<file path="src/rtl/vx_wb_pkg.sv">
// Writeback packet type shared by the writeback arbiter and the commit stage.
// WB_IDX_BITS gives a source-index width that is never narrower than one bit.
package vx_wb_pkg;

    localparam int unsigned UUID_BITS   = 44;
    localparam int unsigned NUM_THREADS = 4;
    localparam int unsigned NW_BITS     = 2;
    localparam int unsigned NR_BITS     = 5;

    typedef struct packed {
        logic [UUID_BITS-1:0]          uuid;
        logic [NUM_THREADS-1:0]        tmask;
        logic [NW_BITS-1:0]            wid;
        logic [31:0]                   PC;
        logic [NR_BITS-1:0]            rd;
        logic [NUM_THREADS-1:0][31:0]  data;
        logic                          eop;
    } wb_packet_t;

    function automatic int unsigned WB_IDX_BITS(input int unsigned n);
        return (n > 1) ? $clog2(n) : 1;
    endfunction

endpackage

</file>
<file path="src/rtl/vx_rr_picker.sv">
// Combinational round-robin picker: the first valid source at or after ptr,
// searching upward and wrapping from NUM_REQS-1 back to 0.
module vx_rr_picker
    import vx_wb_pkg::*;
#(
    parameter  int unsigned NUM_REQS = 4,
    localparam int unsigned REQ_BITS = WB_IDX_BITS(NUM_REQS)
) (
    input  logic [NUM_REQS-1:0] valid,
    input  logic [REQ_BITS-1:0] ptr,
    output logic [NUM_REQS-1:0] grant,
    output logic [REQ_BITS-1:0] grant_idx,
    output logic                grant_valid
);

    // Wrap explicitly so a non-power-of-two NUM_REQS never visits an unused index.
    function automatic logic [REQ_BITS-1:0] wrap_idx(input logic [REQ_BITS-1:0] base,
                                                     input int unsigned ofs);
        int unsigned s;
        s = 32'(base) + ofs;
        if (s >= NUM_REQS) begin
            s = s - NUM_REQS;
        end
        return REQ_BITS'(s);
    endfunction

    always_comb begin
        grant       = '0;
        grant_idx   = '0;
        grant_valid = 1'b0;
        for (int unsigned i = 0; i < NUM_REQS; i++) begin
            if (!grant_valid && valid[wrap_idx(ptr, i)]) begin
                grant[wrap_idx(ptr, i)] = 1'b1;
                grant_idx               = wrap_idx(ptr, i);
                grant_valid             = 1'b1;
            end
        end
    end

endmodule

</file>
<file path="src/rtl/vx_writeback_arbiter.sv">
// Round-robin arbiter sharing the register-file writeback port among NUM_REQS sources,
// with a one-slot registered output. Define VX_WB_ARB_PKT_LOCK_EN to keep multi-beat packets whole.
module vx_writeback_arbiter
    import vx_wb_pkg::*;
#(
    parameter  int unsigned NUM_REQS = 4,
    localparam int unsigned REQ_BITS = WB_IDX_BITS(NUM_REQS)
) (
    input  logic                                      clk,
    input  logic                                      reset,

    input  logic [NUM_REQS-1:0]                       req_valid,
    input  logic [NUM_REQS-1:0][UUID_BITS-1:0]        req_uuid,
    input  logic [NUM_REQS-1:0][NUM_THREADS-1:0]      req_tmask,
    input  logic [NUM_REQS-1:0][NW_BITS-1:0]          req_wid,
    input  logic [NUM_REQS-1:0][31:0]                 req_PC,
    input  logic [NUM_REQS-1:0][NR_BITS-1:0]          req_rd,
    input  logic [NUM_REQS-1:0][NUM_THREADS-1:0][31:0] req_data,
    input  logic [NUM_REQS-1:0]                       req_eop,
    output logic [NUM_REQS-1:0]                       req_ready,

    output logic                                      wb_valid,
    output logic [UUID_BITS-1:0]                      wb_uuid,
    output logic [NUM_THREADS-1:0]                    wb_tmask,
    output logic [NW_BITS-1:0]                        wb_wid,
    output logic [31:0]                               wb_PC,
    output logic [NR_BITS-1:0]                        wb_rd,
    output logic [NUM_THREADS-1:0][31:0]              wb_data,
    output logic                                      wb_eop,
    input  logic                                      wb_ready,

    output logic [REQ_BITS-1:0]                       grant_idx
);

    wb_packet_t          slot_q, slot_d;
    logic                valid_q, valid_d;
    logic [REQ_BITS-1:0] idx_q, idx_d;
    logic [REQ_BITS-1:0] rr_ptr_q, rr_ptr_d;

    logic [NUM_REQS-1:0] eligible;
    logic [NUM_REQS-1:0] pick_grant;
    logic [REQ_BITS-1:0] pick_idx;
    logic                pick_valid;
    logic                slot_free;
    logic                xfer;
    wb_packet_t          sel_pkt;

    function automatic logic [REQ_BITS-1:0] ptr_after(input logic [REQ_BITS-1:0] k);
        return (k == REQ_BITS'(NUM_REQS - 1)) ? '0 : k + REQ_BITS'(1);
    endfunction

`ifdef VX_WB_ARB_PKT_LOCK_EN
    logic                locked_q, locked_d;
    logic [REQ_BITS-1:0] lock_idx_q, lock_idx_d;
    logic [NUM_REQS-1:0] lock_mask;

    assign lock_mask = NUM_REQS'(1) << lock_idx_q;

    // While a packet is open only its owner competes; idle owner beats stall everyone.
    always_comb begin
        eligible = req_valid;
        if (locked_q) begin
            eligible = req_valid & lock_mask;
        end
    end

    always_comb begin
        locked_d   = locked_q;
        lock_idx_d = lock_idx_q;
        if (xfer) begin
            if (!sel_pkt.eop) begin
                locked_d   = 1'b1;
                lock_idx_d = pick_idx;
            end else begin
                locked_d   = 1'b0;
            end
        end
    end

    always_ff @(posedge clk) begin
        if (reset) begin
            locked_q   <= 1'b0;
            lock_idx_q <= '0;
        end else begin
            locked_q   <= locked_d;
            lock_idx_q <= lock_idx_d;
        end
    end

    a_lock_exclusive: assert property (@(posedge clk) disable iff (reset)
        locked_q |-> ((req_ready & ~lock_mask) == '0));
`else
    always_comb begin
        eligible = req_valid;
    end
`endif

    vx_rr_picker #(
        .NUM_REQS (NUM_REQS)
    ) u_picker (
        .valid       (eligible),
        .ptr         (rr_ptr_q),
        .grant       (pick_grant),
        .grant_idx   (pick_idx),
        .grant_valid (pick_valid)
    );

    assign slot_free = !valid_q || wb_ready;
    assign xfer      = slot_free && pick_valid && !reset;
    assign req_ready = xfer ? pick_grant : '0;

    always_comb begin
        sel_pkt       = '0;
        sel_pkt.uuid  = req_uuid[pick_idx];
        sel_pkt.tmask = req_tmask[pick_idx];
        sel_pkt.wid   = req_wid[pick_idx];
        sel_pkt.PC    = req_PC[pick_idx];
        sel_pkt.rd    = req_rd[pick_idx];
        sel_pkt.data  = req_data[pick_idx];
        sel_pkt.eop   = req_eop[pick_idx];
    end

    // A fire and a new grant in the same cycle reload the slot without a bubble.
    always_comb begin
        valid_d  = valid_q;
        slot_d   = slot_q;
        idx_d    = idx_q;
        rr_ptr_d = rr_ptr_q;
        if (slot_free) begin
            valid_d = xfer;
            if (xfer) begin
                slot_d   = sel_pkt;
                idx_d    = pick_idx;
                rr_ptr_d = ptr_after(pick_idx);
            end
        end
    end

    always_ff @(posedge clk) begin
        if (reset) begin
            valid_q  <= 1'b0;
            slot_q   <= '0;
            idx_q    <= '0;
            rr_ptr_q <= '0;
        end else begin
            valid_q  <= valid_d;
            slot_q   <= slot_d;
            idx_q    <= idx_d;
            rr_ptr_q <= rr_ptr_d;
        end
    end

    assign wb_valid  = valid_q;
    assign wb_uuid   = slot_q.uuid;
    assign wb_tmask  = slot_q.tmask;
    assign wb_wid    = slot_q.wid;
    assign wb_PC     = slot_q.PC;
    assign wb_rd     = slot_q.rd;
    assign wb_data   = slot_q.data;
    assign wb_eop    = slot_q.eop;
    assign grant_idx = idx_q;

    a_ready_onehot: assert property (@(posedge clk) disable iff (reset)
        $onehot0(req_ready));

    a_ready_valid: assert property (@(posedge clk) disable iff (reset)
        (req_ready & ~req_valid) == '0);

    a_ptr_range: assert property (@(posedge clk) disable iff (reset)
        32'(rr_ptr_q) < NUM_REQS);

    a_hold: assert property (@(posedge clk) disable iff (reset)
        (valid_q && !wb_ready) |=> (valid_q && $stable(slot_q) && $stable(idx_q)));

endmodule
</file>
<file path="config.mk">
export PLATFORM = sky130hd
export DESIGN_NAME = vx_writeback_arbiter
export DESIGN_NICKNAME = d
export VERILOG_FILES = /design/src/rtl/vx_wb_pkg.sv /design/src/rtl/vx_rr_picker.sv /design/src/rtl/vx_writeback_arbiter.sv
export SDC_FILE = /design/constraint.sdc
export NUM_CORES = 1
export LEC_CHECK = 0
export BUFFER_PORTS_ARGS = -buffer_cell sky130_fd_sc_hd__clkbuf_2
export CORE_AREA = 2 2 426 428
export CTS_CLUSTER_SIZE = 28
export DETAILED_ROUTE_END_ITERATION = 12
export DIE_AREA = 0 0 428 430
export GPL_TIMING_DRIVEN = 0
export PLACE_DENSITY = 0.36
export RECOVER_POWER = 25
export SLEW_MARGIN = 40
export SYNTH_ARGS = -nofsm -noshare
export SYNTH_HDL_FRONTEND = slang
export SYNTH_HIERARCHICAL = 1
export SYNTH_SLANG_ARGS = --single-unit
</file>
<file path="constraint.sdc">
create_clock -name clk -period 4.26 [get_ports clk]
set_input_delay 0.852 -clock clk [delete_from_list [all_inputs] [get_ports clk]]
set_output_delay 0.852 -clock clk [all_outputs]
set_load 0.02 [all_outputs]
</file>
# Yosys cells after proc, flatten, opt, wreduce, memory -nomap -nowiden
# Index checks and enable logic that the tools add are counted.
[word_totals] register_bits=221 latchBits=0 ramBits=0 rom_bits=0 in_bits=871 out_inout_bits=223 word_cells=110 n_memories=0
[op_classes] addsub=8 n_mul=0 n_div=0 magnitude_cmp=17 eq_ne=1 shifts=0 muxes=52 bitwise=3 reduce_logical=16
[op_table] operator="binary-select mux 128 bit (select 2 bit)" n=1
[op_table] operator="two-way mux 128 bit" n=1
[op_table] operator="binary-select mux 44 bit (select 2 bit)" n=1
[op_table] operator="binary-select mux 32 bit (select 2 bit)" n=1
[op_table] operator="two-way mux 44 bit" n=1
[op_table] operator="two-way mux 32 bit" n=1
[op_table] operator="two-way mux 2 bit" n=14
[op_table] operator="less-than comparator 2 x 3 -> 1 bit, second input constant" n=9
[op_table] operator="two-way mux 4 bit" n=6
[op_table] operator="two-way mux 1 bit" n=13
[op_table] operator="bitwise OR 4 bit" n=3
[op_table] operator="binary-select mux 1 bit (select 2 bit)" n=5
[op_table] operator="binary-select mux 5 bit (select 2 bit)" n=1
[op_table] operator="greater-or-equal comparator 3 bit, second input constant" n=3
[op_table] operator="logical AND 1 bit" n=9
[op_table] operator="binary-select mux 4 bit (select 2 bit)" n=1
[op_table] operator="demux 1 bit (select 2 bit)" n=4
[op_table] operator="greater-or-equal comparator 2 x 1 -> 1 bit, second input constant" n=4
[op_table] operator="subtractor 2 x 1 -> 2 bit, second input constant" n=4
[op_table] operator="adder 2 x 2 -> 3 bit, second input constant" n=2
[op_table] operator="zero test 1 bit" n=5
[op_table] operator="two-way mux 5 bit" n=1
[op_table] operator="binary-select mux 2 bit (select 2 bit)" n=1
[op_table] operator="adder 2 x 1 -> 3 bit, second input constant" n=1
[op_table] operator="5 further kinds" n=5

# Logic depth before layout (Yosys ltp)
[depth] depth_word=21 depth_mapped=13 mapped_depth_nobuf=9

# By module
# Netlist, hierarchy kept.
[modules_own_cells] mod="vx_writeback_arbiter" n_inst=1 cells_each=772 area_per_inst_um2=11791.3 seq_area_each_um2=4424.2
[modules_own_cells] mod="vx_rr_picker" n_inst=1 cells_each=45 area_per_inst_um2=419.2 seq_area_each_um2=0.0

# Least setup slack after synthesis
# No wires, ideal clock.
[synth_timing] path_type="input port to output port" from="input port req_valid[2]" to="output port req_ready[0]" t_arrival_ps=2579 t_required_ps=3408 slack_ps=829 cell_stages=9 path_buffers=3 cell_sequence="mux4_2 -> buf_6 -> nor3_1 -> nand2b_1 -> inv_1 -> nor3_2 -> buf_2 -> buf_2 -> and2_1"
[synth_via] elab_chain_cells=15 word_cells_on_any_way=28 cone_classes="mux: 17; bitwise: 3; reduce/logical: 8"
[synth_lines] element="start, declared" line="vx_writeback_arbiter.sv:12" source="input logic [NUM_REQS-1:0] req_valid,"
[synth_lines] element="binary-select mux 1 bit (select 2 bit)" line="vx_rr_picker.sv:32" source="if (!grant_valid && valid[wrap_idx(ptr, i)]) begin"
[synth_lines] element="two-way mux 1 bit (implied by the code)" line="vx_rr_picker.sv:32"
[synth_lines] element="two-way mux 1 bit" line="vx_rr_picker.sv:32"
[synth_lines] element="zero test 1 bit" line="vx_rr_picker.sv:32"
[synth_lines] element="logical AND 1 bit" line="vx_rr_picker.sv:32"
[synth_lines] element="two-way mux 1 bit" line="vx_rr_picker.sv:32"
[synth_lines] element="zero test 1 bit" line="vx_rr_picker.sv:32"
[synth_lines] element="logical AND 1 bit" line="vx_rr_picker.sv:32"
[synth_lines] element="two-way mux 1 bit" line="vx_rr_picker.sv:32"
[synth_lines] element="zero test 1 bit" line="vx_rr_picker.sv:32"
[synth_lines] element="logical AND 1 bit" line="vx_rr_picker.sv:32"
[synth_lines] element="two-way mux 1 bit *" line="vx_rr_picker.sv:32"
[synth_lines] element="named net pick_valid" line="vx_writeback_arbiter.sv:43" source="logic pick_valid;"
[synth_lines] element="logical AND 1 bit * (2 in a row)" line="vx_writeback_arbiter.sv:109" source="assign xfer = slot_free && pick_valid && !reset;"
[synth_lines] element="two-way mux 4 bit *" line="vx_writeback_arbiter.sv:110" source="assign req_ready = xfer ? pick_grant : '0;"
[synth_lines] element="end, declared" line="vx_writeback_arbiter.sv:20" source="output logic [NUM_REQS-1:0] req_ready,"
# The timed path passes the listed nets; every way through them passes the cells marked *. The select of a mux whose other input is x is not followed.

# Final worst setup path
[layout_timing] from="register rr_ptr_q[0]" to="register slot_q, in the netlist wb_PC[31]"
[layout_via] word_cells_on_any_way=42 cone_classes="add/sub: 7; order compare: 4; mux: 22; reduce/logical: 9"
[layout_lines] element="start, declared" line="vx_writeback_arbiter.sv:38" source="logic [REQ_BITS-1:0] rr_ptr_q, rr_ptr_d;"
[layout_lines] element="start signal, assigned" line="vx_writeback_arbiter.sv:149" source="rr_ptr_q <= rr_ptr_d;"
[layout_lines] element="branches (longest 13 deep; another with adder 2 x 1 -> 3 bit)"
[layout_lines] element="two-way mux 2 bit *" line="vx_rr_picker.sv:32"
[layout_lines] element="named net pick_idx[0]" line="vx_writeback_arbiter.sv:42" source="logic [REQ_BITS-1:0] pick_idx;"
[layout_lines] element="binary-select mux 32 bit (select 2 bit) *" line="vx_writeback_arbiter.sv:117" source="sel_pkt.PC = req_PC[pick_idx];"
[layout_lines] element="two-way mux 32 bit (implied by the code) *" line="vx_writeback_arbiter.sv:117"
[layout_lines] element="end signal, assigned" line="vx_writeback_arbiter.sv:147" source="slot_q <= slot_d;"
[layout_lines] element="end, declared" line="vx_writeback_arbiter.sv:35" source="wb_packet_t slot_q, slot_d;"
# Mark *: on every way through the listed nets, which the timed path passes. The select of a mux whose other input is x is not followed.
# A chain may end at the register's enable or synchronous reset.

==> results.toml <==
[detailed_routing]
drtAntennaViolNets = 0
drt_iter0_markers = 913
vias_per_cell = 3.16
routed-via-count = 13800
detail_route.drc_violations = 0
routed_wl_um = 123000
drt-pass1-iter-count = 5
post_drt_wl_per_cell_um = 28.2

[global_routing]
grt_util_all_layers = 0.129
antenna_found_initial = 48
grt_max_degree = 20
via_count_of_the_first_global_routing_pass = 14100
global_route.overflow_total = 0
first_pass_grt_wire_length_um = 153000

[power]
p_comb_frac = 0.634
pwr-share-clk = 0.168
p_int_uw = 9860
cellPowerDensity_nw_per_um2 = 888
power_switching_uw = 9660
power.static_leakage_uw = 0.00951
seq_power_share = 0.198
peakVddDrop_mv = 0.322
switching_share_of_power = 0.495

[yosys]
seq_area_frac_synth = 0.362
netlist.area_leader.share = 0.402
synth-warning-count = 6
netlist_instances = 817
synth_simple_gate_area_share = 0.0108
async_flop_share = 0
ys_dominant_reg_cell = "dfxtp_1"
synth.area.top_cells = "mux4_2 40%, dfxtp_1 36%, a22o_1 15%"
syn_area_per_cell_sq_um = 14.9
synth.net_count = 1694
post_synthesis_share_of_cell_area_spent_on_full_adders_half_adders_and_majority_gates = 0.00615
post_synth_xor_area_fraction = 0
post_synth_mux_area_share = 0.409
synth_enable_flop_cells = 0
synthDistinctLibCells = 33
synth_top_family_by_area = "multiplexers"
share_of_the_synthesized_area_in_compound_gates_ao_oa_aoi_oai = 0.169
synth.largest_area_cell = "mux4_2"
synthesis.area_sq_um = 12200
postSynthRegisterBits = 221

[final_layout]
finish.instance_area_sq_um = 22000
layout.filler_cells = 20600
mostFrequentLayoutCell = "clkbuf_2"
area.growth.synth_to_final_pct = 80.0
multiInputGateArea_sq_um = 7300
final-seq-area_sq_um = 4430
layout-drive-gt1-share = 0.688
postLayoutCoreUtil = 0.122
mostFrequentLayoutCells = "987 x clkbuf_2, 219 x dfxtp_1, 218 x mux4_2"
final_net_count = 2829

[setup_path]
crit_fanout = 11
critical_path.cell_chain = "buf_6 -> inv_1 -> ha_4 -> mux4_2 -> buf_6 -> and2b_2 -> o21ai_0 -> o31ai_1 -> buf_4 -> buf_4 -> mux4_2 -> a22o_1"
critPathTopFamily = "buffers and inverters"
critical_path.startpoint_type = "register"
critical_path_required_ps = 4750
critPathSlowestCell = "mux4_2"
worst-path-buf-inv = 5
max_stage_delay_ps = 740
cp.arrival_ps = 4570
critical_path_class = "reg -> reg"
endpoint_kind = "register"

[placement]
gpl.final_weighted_congestion = 0.932
port_buffer_count = 1092
detailed_place_hpwl_um = 109000
placement.cell_area_sq_um = 20800

[min_path]
min_path_type = "reg -> reg"

[floorplan]
ioPinCount = 1094
die_area_sq_um = 184000
core-area_sq_um = 180000
row_count = 156
dieWidth_um = 428
height_of_the_die_um = 430
initial_utilization = 0.0679

[sta]
drv_slew = 0
slew-limit-headroom = 0.431
finalCriticalPeriod_ps = 4080
fmaxAchievable_mhz = 245
finalClockSkew_ps = 26.7
worst_pin_slew_ps = 853
setup_viol_count_final = 0
hold_violation_total_from_the_final_report = 0
layout_worst_path_cycle_share = 0.958
rsz0062_at_grt = "no"

[cts]
tritoncts = "done"
cts.sinks = 221
cts-htree-levels = 2
clockBufferDepth = 3
worst_skew_pair.late_latency_ps = 590
clk_root_buffer_cell = "clkbuf_16"
numCtsBuffers = 35
number_of_hold_buffers_added_after_cts = 0
cts.reportedPaths.clkPinSlew_ps = 60

[status]
outcome = "completed"

[job]
max_cap_violations = 0
-- final cells by class --
type	count	share of cell area
antenna	9	0.00102
tap	2370	0.135
inverter	5	0.000854
timing repair buffer	1100	0.248
clock inverter	21	0.0134
sequential	221	0.201
buffer	97	0.0244
clock buffer	43	0.0440
multi-input combinational	492	0.332
-- stage by stage --
step           power [uW]  hold WS, ps  instances  worst slack (ps)  setup TNS [ps]
2_1_floorplan       10600          512        817               829               0
3_3_place_gp        16900          460       4279             -1480          -87830
3_5_place_dp        16800          463       4283              -531          -31780
4_1_cts             20300          480       4348              25.6               0
5_1_grt             20700          488       4350              1.87               0
6_report            19500          474       4358               180               0
-- cell usage after synthesis (2+ instances only) --
library cell	count
inv_1	5
nand3_1	3
mux2_2	2
nor2_1	2
buf_2	64
a21oi_1	6
dfxtp_1	221
a22o_1	216
mux4_1	2
buf_1	5
clkbuf_1	23
nand2b_1	2
buf_6	5
a22oi_1	8
o21ai_0	9
and2_1	4
ha_1	6
buf_4	2
mux4_2	218
-- worst paths after layout --
kind	from	endpoint	slack (ps)	cells after the start
max reg2reg	rr_ptr_q[0]	wb_PC[31]	180	12
min	wb_data[24]	wb_data[24]	470	1
max	rr_ptr_q[0]	wb_PC[31]	180	12
min reg2reg	wb_data[24]	wb_data[24]	470	1
-- cell families after synthesis --
group | count (synthesis)
muxes | 223
and+or+nand+nor | 19
AOI/OAI and AO/OA | 244
adders and majority gates | 6
buffers and inverters | 104
DFF | 221
-- metal layers --
metal,up-vias,global-route usage,share of wire
met5,-,0,0.0019
met3,131,0.0518,0.099
met4,28,0.0347,0.026
li1,5871,-,-
met1,7010,0.151,0.39
met2,722,0.217,0.49
-- power groups by stage --
stage / clock, uW / sequential [uW] / combinational, uW
floorplan: 0 / 5070 / 5540
global placement: 0 / 3860 / 13000
detailed placement: 0 / 3880 / 13000
CTS: 3440 / 3860 / 13000
global route: 3500 / 3980 / 13200
finish: 3280 / 3860 / 12400
-- flip-flops by register name (all words and copies together), names as in the netlist --
| name | cells |
|---|---|
| grant_idx | 2 |
| rr_ptr_q | 2 |
| wb_PC | 32 |
| wb_data | 128 |
| wb_eop | 1 |
| wb_rd | 5 |
| wb_tmask | 4 |
| wb_uuid | 44 |
| wb_valid | 1 |
| wb_wid | 2 |
-- repair_timing --
item / in CTS / in global routing
pin swaps: 1 / 1
gates resized for setup: 14 / 4
buffers inserted: 2 / 2
setup endpoints to repair: 149 / 26
hold endpoints to repair: 0 / 0
Note: power is estimated with default switching activity, not from simulation.
